--- src/rtl/btn_event_sched.sv ---
// btn_event_sched: debounces N active-low buttons and serialises their press/release
// events onto one valid/ready stream through a round-robin arbiter.
module btn_event_sched #(
  parameter int N         = 4,
  parameter int CNT_W     = 16,
  parameter int DB_CYCLES = 16,
  parameter int ID_W      = 2
) (
  input  logic            clk,
  input  logic            rst_n,
  input  logic [N-1:0]    btn,
  output logic            ev_valid,
  input  logic            ev_ready,
  output logic [ID_W-1:0] ev_id,
  output logic            ev_type,
  output logic [N-1:0]    pressed,
  output logic            overflow
);

  typedef enum logic [1:0] {
    IDLE      = 2'd0,
    PRESS_CHK = 2'd1,
    PRESSED   = 2'd2,
    REL_CHK   = 2'd3
  } state_t;

  localparam logic [CNT_W-1:0] CNT_LAST = CNT_W'(DB_CYCLES - 1);
  localparam logic [ID_W-1:0]  ID_LAST  = ID_W'(N - 1);

  function automatic logic [CNT_W-1:0] cnt_inc(input logic [CNT_W-1:0] v);
    return (v == '1) ? v : v + 1'b1;
  endfunction

  function automatic logic [ID_W-1:0] ptr_inc(input logic [ID_W-1:0] v);
    return (v == ID_LAST) ? '0 : v + 1'b1;
  endfunction

  // Stage p0/p1: two-flop synchroniser, preset to the released level
  logic [N-1:0] sync_p0, sync_p1;

  always_ff @(posedge clk or negedge rst_n) begin
    if (!rst_n) begin
      sync_p0 <= '1;
      sync_p1 <= '1;
    end else begin
      sync_p0 <= btn;
      sync_p1 <= sync_p0;
    end
  end

  // Per-channel debounce FSM operating on the synchronised level
  state_t           state_q [N];
  state_t           state_d [N];
  logic [CNT_W-1:0] cnt_q   [N];
  logic [CNT_W-1:0] cnt_d   [N];
  logic [N-1:0]     set_press, set_rel;

  always_ff @(posedge clk or negedge rst_n) begin
    if (!rst_n) begin
      for (int i = 0; i < N; i++) begin
        state_q[i] <= IDLE;
        cnt_q[i]   <= '0;
      end
    end else begin
      for (int i = 0; i < N; i++) begin
        state_q[i] <= state_d[i];
        cnt_q[i]   <= cnt_d[i];
      end
    end
  end

  always_comb begin
    for (int i = 0; i < N; i++) begin
      state_d[i] = state_q[i];
      cnt_d[i]   = cnt_q[i];
      case (state_q[i])
        IDLE: begin
          if (!sync_p1[i]) begin
            state_d[i] = PRESS_CHK;
            cnt_d[i]   = '0;
          end
        end
        PRESS_CHK: begin
          if (sync_p1[i])                  state_d[i] = IDLE;
          else if (cnt_q[i] == CNT_LAST)   state_d[i] = PRESSED;
          else                             cnt_d[i]   = cnt_inc(cnt_q[i]);
        end
        PRESSED: begin
          if (sync_p1[i]) begin
            state_d[i] = REL_CHK;
            cnt_d[i]   = '0;
          end
        end
        REL_CHK: begin
          if (!sync_p1[i])                 state_d[i] = PRESSED;
          else if (cnt_q[i] == CNT_LAST)   state_d[i] = IDLE;
          else                             cnt_d[i]   = cnt_inc(cnt_q[i]);
        end
        default: state_d[i] = IDLE;
      endcase
    end
  end

  always_comb begin
    pressed   = '0;
    set_press = '0;
    set_rel   = '0;
    for (int i = 0; i < N; i++) begin
      pressed[i]   = (state_q[i] == PRESSED) || (state_q[i] == REL_CHK);
      set_press[i] = (state_q[i] == PRESS_CHK) && !sync_p1[i] && (cnt_q[i] == CNT_LAST);
      set_rel[i]   = (state_q[i] == REL_CHK)   &&  sync_p1[i] && (cnt_q[i] == CNT_LAST);
    end
  end

  // Round-robin selection: lowest pending channel at or above rr_ptr, else lowest below it
  logic [N-1:0]    press_pend, rel_pend, pend_any;
  logic [N-1:0]    clr_press, clr_rel;
  logic [ID_W-1:0] rr_ptr, grant_id;
  logic            grant_vld, grant_type, load;

  assign pend_any = press_pend | rel_pend;
  assign load     = !ev_valid || ev_ready;

  always_comb begin
    grant_vld  = 1'b0;
    grant_id   = '0;
    grant_type = 1'b0;
    for (int j = 0; j < N; j++) begin
      if (!grant_vld && pend_any[j] && (ID_W'(j) >= rr_ptr)) begin
        grant_vld  = 1'b1;
        grant_id   = ID_W'(j);
        grant_type = press_pend[j];
      end
    end
    for (int j = 0; j < N; j++) begin
      if (!grant_vld && pend_any[j] && (ID_W'(j) < rr_ptr)) begin
        grant_vld  = 1'b1;
        grant_id   = ID_W'(j);
        grant_type = press_pend[j];
      end
    end
  end

  always_comb begin
    clr_press = '0;
    clr_rel   = '0;
    for (int j = 0; j < N; j++) begin
      if (load && grant_vld && (grant_id == ID_W'(j))) begin
        clr_press[j] = grant_type;
        clr_rel[j]   = !grant_type;
      end
    end
  end

  // A new set wins over a same-cycle clear; a set onto a still-pending bit is a drop
  always_ff @(posedge clk or negedge rst_n) begin
    if (!rst_n) begin
      press_pend <= '0;
      rel_pend   <= '0;
      overflow   <= 1'b0;
    end else begin
      press_pend <= (press_pend & ~clr_press) | set_press;
      rel_pend   <= (rel_pend & ~clr_rel) | set_rel;
      if ((|(set_press & press_pend & ~clr_press)) || (|(set_rel & rel_pend & ~clr_rel)))
        overflow <= 1'b1;
    end
  end

  // Output slot: refills when empty or on a handshake, holds while stalled
  always_ff @(posedge clk or negedge rst_n) begin
    if (!rst_n) begin
      ev_valid <= 1'b0;
      ev_id    <= '0;
      ev_type  <= 1'b0;
      rr_ptr   <= '0;
    end else if (load) begin
      ev_valid <= grant_vld;
      if (grant_vld) begin
        ev_id   <= grant_id;
        ev_type <= grant_type;
        rr_ptr  <= ptr_inc(grant_id);
      end
    end
  end

endmodule
--- config.mk ---
export PLATFORM = sky130hd
export DESIGN_NAME = btn_event_sched
export DESIGN_NICKNAME = d
export VERILOG_FILES = /design/src/rtl/btn_event_sched.sv
export SDC_FILE = /design/constraint.sdc
export NUM_CORES = 1
export LEC_CHECK = 0
export ABC_CLOCK_PERIOD_IN_PS = 2100
export CORE_MARGIN = 10
export CORE_UTILIZATION = 55
export CTS_BUF_LIST = sky130_fd_sc_hd__clkbuf_16
export CTS_CLUSTER_SIZE = 14
export DETAILED_ROUTE_END_ITERATION = 6
export PLACE_DENSITY = 0.87
export SYNTH_ARGS = -nofsm -noshare
export SYNTH_HDL_FRONTEND = slang
export SYNTH_SLANG_ARGS = --single-unit
--- constraint.sdc ---
create_clock -name clk -period 2.1 [get_ports clk]
set_clock_uncertainty 0.1 [all_clocks]
set_input_delay 0.21 -clock clk [delete_from_list [all_inputs] [get_ports clk]]
set_output_delay 0.21 -clock clk [all_outputs]
set_load 0.05 [all_outputs]
==> flow_summary.yaml, run 1 <==
status:
  violations: "setup timing"
  status: "complete, but fails checks"
place:
  portBuffers: 15
  placed_cell_area_um2: 5780
  post-dp-hpwl_um: 7980
  routabilityCongestion: 0.914
pwr:
  p_per_area_nw_per_um2: 970
  power.leakage_uw: 0.00296
  peakVddDrop_v: 0.000744
timing:
  setup_violations: 15
  final.min_clock_period_ps: 2490
  rsz0062_at_grt: "yes"
  worstMarginPinSlew_ps: 918
  relSlewSlack: 0.386
  fin_ws_ps: -389
  finalCritPeriodShare: 1.19
  maxSlewViolCount: 0
  fmax_ghz: 0.402
  hold_viol_final: 0
yosys:
  yosys.area.top_type: "dfrtp_1"
  synth_top_area_share: 0.447
  synthCells: 525
  synth_top_cells_by_count: "dfrtp_1 (87), nor2_1 (78), nand2_1 (60)"
  synth_most_common_cell: "dfrtp_1"
  synth_cell_types: 50
  ys.flop_type: "dfrtp_1"
  ys.warnings.count: 0
  netlist_area_um2: 4870
  syn_area_per_cell_um2: 9.28
  synthArstFlopShare: 1.00
  ys_seq_elements: 95
  ys_seq_area_frac: 0.490
  synth.top_cells.by_area: "dfrtp_1 (45%), xor2_1 (6.8%), nor2_1 (6.0%)"
  syn_nets: 538
  synth-edff-count: 0
final_layout:
  multiInputGateArea_um2: 2820
  regArea_um2: 2390
  drive_gt1_frac: 0.334
  num-fill-cells: 513
  fin_util: 0.772
  final_cell_area_um2: 6700
  nets: 661
  n_antenna_cell: 0
  area_delta_synth_final_pct: 37.6
clock_tree:
  cts_sinks: 95
  clkTransAtPathRegs_ps: 70
  cts.path.max_buffers: 2
  numCtsBuffers: 9
  cts-root-buf: "clkbuf_16"
  cts_tree: "built"
  clock_insertion_delay_worst_skew_ps: 350
  cts_htree_levels: 3
floorplan:
  fp.dieH_um: 114
  die_x_um: 114
  ios: 16
  initial_core_util: 0.561
  rows: 34
  die_area_um2: 13000
  core_um2: 8680
routing:
  postRouteAntennaNets: 0
  drt-pass1-iter-count: 5
  avgViaCountPerCell: 6.08
  drtIter0Drc: 467
  vias: 4630
  drc: 0
  wire_per_inst_um: 18.7
  wl_um: 14200
worst_setup_path:
  start_kind: "flop"
  ff2ff_path_depth: 7
  crit_arrival_ps: 2620
  required_ps: 2230
  worstPathMaxFanout: 6
  worstSetupPathType: "reg -> reg"
  critPathCaptureType: "flop"
grt:
  grt_overflow: 0
  grt_pass1_vias: 4468
  track_usage: 0.183
  grt_pass1_wl_um: 19900
  grt_max_degree: 33
  antenna_found_initial: 0
hold_path:
  hold_path_depth: 1
  hold_path_class: "in -> reg"
run:
  maxCapViolCount: 0
per-layer routing:
metal  track usage  vias up  wire length (um)
met2         0.312      186              7450
met4         0.106        0               633
met3        0.0341       61               694
li1              -     2102                 -
met5             0        -                 0
met1         0.211     2281              5450
worst max-delay path, cell delays in order (launching register included):
cell	delay [ps]
dfrtp_1	450
or2_4	300
a2111oi_2	330
a221oi_2	70
a221o_2	410
and2_4	210
a211o_1	250
a211o_1	250
sequential cells by signal, indices dropped and copies added, names as in the netlist, named ones only:
register / flops
rel_pend: 4
cnt_q: 64
rr_ptr: 2
overflow: 1
state_q: 4
ev_id: 2
press_pend: 4
ev_valid: 1
ev_type: 1
sync_p0: 4
sync_p1: 4
layout make-up:
| cell class | count | share of cell area |
|---|---|---|
| Clock inverter | 7 | 0.0108 |
| Timing Repair Buffer | 125 | 0.149 |
| Sequential cell | 95 | 0.357 |
| Tap cell | 108 | 0.0202 |
| Multi-Input combinational cell | 402 | 0.421 |
| Inverter | 15 | 0.00840 |
| Clock buffer | 9 | 0.0336 |
where the power goes:
part	total, uW	leakage (uW)	internal [uW]	switching (uW)
combinational	2660	0.00156	1200	1460
clock	1640	0.000147	925	713
sequential	2200	0.00125	2000	202
total	6500	0.00296	4120	2380
what timing repair did:
item,4_1_cts,5_1_grt
hold endpoints to repair,40,0
pin swaps,11,27
setup endpoints to repair,30,55
gates resized for setup,37,65
hold buffers,1,0
setup buffers,8,18
final timing paths:
kind	start	end	slack [ps]
worst min-delay path	btn[0]	sync_p0[0]	170
worst max-delay path	rel_pend[3]	overflow	-390
min in group asynchronous	rst_n	cnt_q[54]	200
max in group asynchronous	rst_n	press_pend[2]	1050
worst min register to register	sync_p0[0]	sync_p1[0]	260
worst max register to register	rel_pend[3]	overflow	-390
per-stage QoR:
step                      hold slack, ps  TNS [ps]  worst slack [ps]  std cells  power, uW
final                                172     -2200              -389        761       6500
after global routing                 172     -4030              -459        761       6750
after CTS                            171      -619              -207        743       5950
after detailed placement            32.2     -2470              -312        718       4080
after global placement              31.0      -898              -215        718       4030
after floorplan                     -186     -93.5             -93.5        525       3240
placed cells by master, fill, tap and decap left out, types with 3 or more instances in the layout:
cell type,synthesis,layout
buf_4,0,106
dfrtp_1,87,81
nor2_1,78,73
nand2_1,60,55
xor2_1,38,37
nand3_1,27,25
nand4_1,22,22
o21ai_0,29,18
inv_1,15,15
xnor2_1,17,15
clkdlybuf4s50_1,0,14
nor4_1,16,10
a21oi_1,11,9
clkbuf_16,0,9
dfstp_2,8,8
o21ai_1,2,7
nand2b_1,7,7
and3_1,11,6
dfrtp_2,0,6
nor2_4,0,5
a21o_1,5,5
nor3_1,10,5
and3_4,0,5
and2_1,7,5
o21ai_2,0,4
nand2_2,0,4
nor4_4,0,4
o31ai_1,5,4
nor3_2,0,4
or3_1,6,4
or2_4,0,3
or2_2,4,3
and4_4,0,3
ha_2,0,3
buf_6,2,3
logic make-up (layout without fill, tap and decap cells):
| logic type | count (synthesis) | after routing | share of synthesized area |
|---|---|---|---|
| simple gates | 263 | 263 | 0.263 |
| flops | 95 | 95 | 0.490 |
| compound gates | 78 | 78 | 0.108 |
| xor+xnor | 55 | 55 | 0.0989 |
| buf+inv | 28 | 156 | 0.0247 |
| fa+ha+maj | 6 | 6 | 0.0154 |
No activity file was read; power rests on OpenSTA's default activity.
==> inputs of run 2 (changes only) <==
--- a/config.mk
+++ b/config.mk
@@ -7,11 +7,12 @@
 export LEC_CHECK = 0
 export ABC_CLOCK_PERIOD_IN_PS = 2100
 export CORE_MARGIN = 10
-export CORE_UTILIZATION = 55
+export CORE_UTILIZATION = 57
 export CTS_BUF_LIST = sky130_fd_sc_hd__clkbuf_16
 export CTS_CLUSTER_SIZE = 14
 export DETAILED_ROUTE_END_ITERATION = 6
-export PLACE_DENSITY = 0.87
+export DONT_BUFFER_PORTS = 1
+export PLACE_DENSITY = 0.86
 export SYNTH_ARGS = -nofsm -noshare
 export SYNTH_HDL_FRONTEND = slang
 export SYNTH_SLANG_ARGS = --single-unit
==> run 2 against run 1 <==
The run ends with hold timing, setup timing left. First-iteration DRC count is 22% lower. Via count is 5.0% higher. Die area is 2.9% lower. Critical endpoint unchanged. Largest power group unchanged.
==> flow_summary.yaml, run 2 (synthesis gave the netlist of run 1 again) <==
status:
  status: "complete, but fails checks"
  violations: "hold timing, setup timing"
routing:
  drt-pass1-iter-count: 5
  wire_per_inst_um: 20.4
  wl_um: 15700
  postRouteAntennaNets: 0
  avgViaCountPerCell: 6.30
  vias: 4860
  drtIter0Drc: 362
  drc: 0
final_layout:
  num-fill-cells: 422
  layout_common_cells: "buf_4 (125), dfrtp_1 (76), nor2_1 (72)"
  mostFrequentLayoutCell: "buf_4"
  area_delta_synth_final_pct: 41.4
  drive_gt1_frac: 0.403
  largest_reg_flops: 64
  largest-register: "cnt_q"
  nets: 675
  n_antenna_cell: 0
  fin_util: 0.834
clock_tree:
  numCtsBuffers: 9
  cts_sinks: 95
  cts_htree_levels: 3
  clkTransAtPathRegs_ps: 70
  cts_tree: "built"
  cts.path.max_buffers: 2
  clock_insertion_delay_worst_skew_ps: 350
  ctsHoldBuffers: 5
  cts-root-buf: "clkbuf_16"
timing:
  fmax_ghz: 0.415
  setup_violations: 42
  final.min_clock_period_ps: 2410
  hold_viol_final: 95
  fin_ws_ps: -310
  relSlewSlack: 0.350
  worstMarginPinSlew_ps: 971
  maxSlewViolCount: 0
  timing.hold.ws_ps: -548
  rsz0062_at_grt: "yes"
  finalCritPeriodShare: 1.15
worst_setup_path:
  worstSetupPathType: "reg -> reg"
  required_ps: 2230
  r2r_slack_ps: -310
  worstPathMaxFanout: 8
  max_stage_delay_ps: 460
  slowest_stage: "dfrtp_2"
  critPathCaptureType: "flop"
  start_kind: "flop"
  worstPathCellList: "or3b_1 > o311ai_2 > o2bb2ai_2 > and3_1 > o211a_2 > o211ai_1 > a211o_1"
  crit_arrival_ps: 2540
grt:
  grt_overflow: 0
  antenna_found_initial: 0
  grt_max_degree: 96
  grtUsageMet3: 0.0538
  grt_pass1_vias: 4768
  grt_pass1_wl_um: 21900
  track_usage: 0.202
  grt.busiest_layer: "met2"
  grtUsageMet1: 0.220
  met2_usage: 0.357
floorplan:
  die_x_um: 112
  initial_core_util: 0.590
  core_um2: 8260
  ios: 16
  rows: 33
  die_area_um2: 12600
  fp.dieH_um: 112
pwr:
  power.leakage_uw: 0.00303
  seqPwrFrac: 0.355
  pwr-share-clk: 0.249
  p_sw_uw: 2340
  comb_power_share: 0.395
  p_int_uw: 4090
  p_per_area_nw_per_um2: 934
  swShare: 0.363
  peakVddDrop_v: 0.000665
run:
  maxCapViolCount: 0
hold_path:
  hold_path_class: "in -> async"
place:
  post-dp-hpwl_um: 8080
  place_ws_ps: -272
  routabilityCongestion: 0.930
  portBuffers: 0
[run 2: path summary, 6_finish.rpt]
kind | from | endpoint | cells after the start
worst max-delay path | rr_ptr[0] | overflow | 7
worst min-delay path | rst_n | cnt_q[52] | 0
worst max register to register | rr_ptr[0] | overflow | 7
worst min register to register | sync_p0[1] | sync_p1[1] | 0
max in group asynchronous | rst_n | sync_p0[3] | 0
min in group clk | sync_p0[1] | sync_p1[1] | 0
[run 2: area by class of cell]
cell class	instances	area, um2	area share
sequential	95	2400	0.349
clock inverter	7	68.8	0.00999
timing repair buffer	139	1090	0.158
multi-input combinational	402	2910	0.423
clock buffer	9	225	0.0327
inverter	15	56.3	0.00818
tap	105	131	0.0191
[run 2: through the flow]
stage | setup TNS [ps] | std cells | hold slack (ps) | cell area, um2 | total power (uW)
final | -3730 | 772 | -548 | 6890 | 6430
after global routing | -7540 | 772 | -555 | 6890 | 6710
after CTS | -781 | 752 | -550 | 6360 | 5990
after detailed placement | -2430 | 719 | -182 | 5750 | 4150
after global placement | -1190 | 719 | -181 | 5750 | 4080
after floorplan | -93.5 | 525 | -186 | 4920 | 3240
[run 2: metal layers]
layer,routed length (um),vias to the layer above
met5,0,-
met4,900,0
met3,968,85
met2,8300,259
met1,5560,2393
li1,-,2123
[run 2: power by group through the flow]
stage / registers, uW / clock network, uW / logic [uW]
detailed placement: 2270 / 0 / 1880
global placement: 2260 / 0 / 1820
CTS: 2260 / 1610 / 2120
finish: 2280 / 1600 / 2540
global route: 2300 / 1680 / 2730
floorplan: 2250 / 0 / 985
[run 2: what timing repair did]
action	4_1_cts	5_1_grt
pin swaps	16	58
setup endpoints to repair	41	62
buffers inserted	12	21
hold endpoints to repair	100	95
gates resized for setup	35	94
[run 2: critical path: cells and delay by family, from the launching register on]
family          cells  cell delay (ps)
simple gates        2              640
flops               1              460
compound gates      5             1110
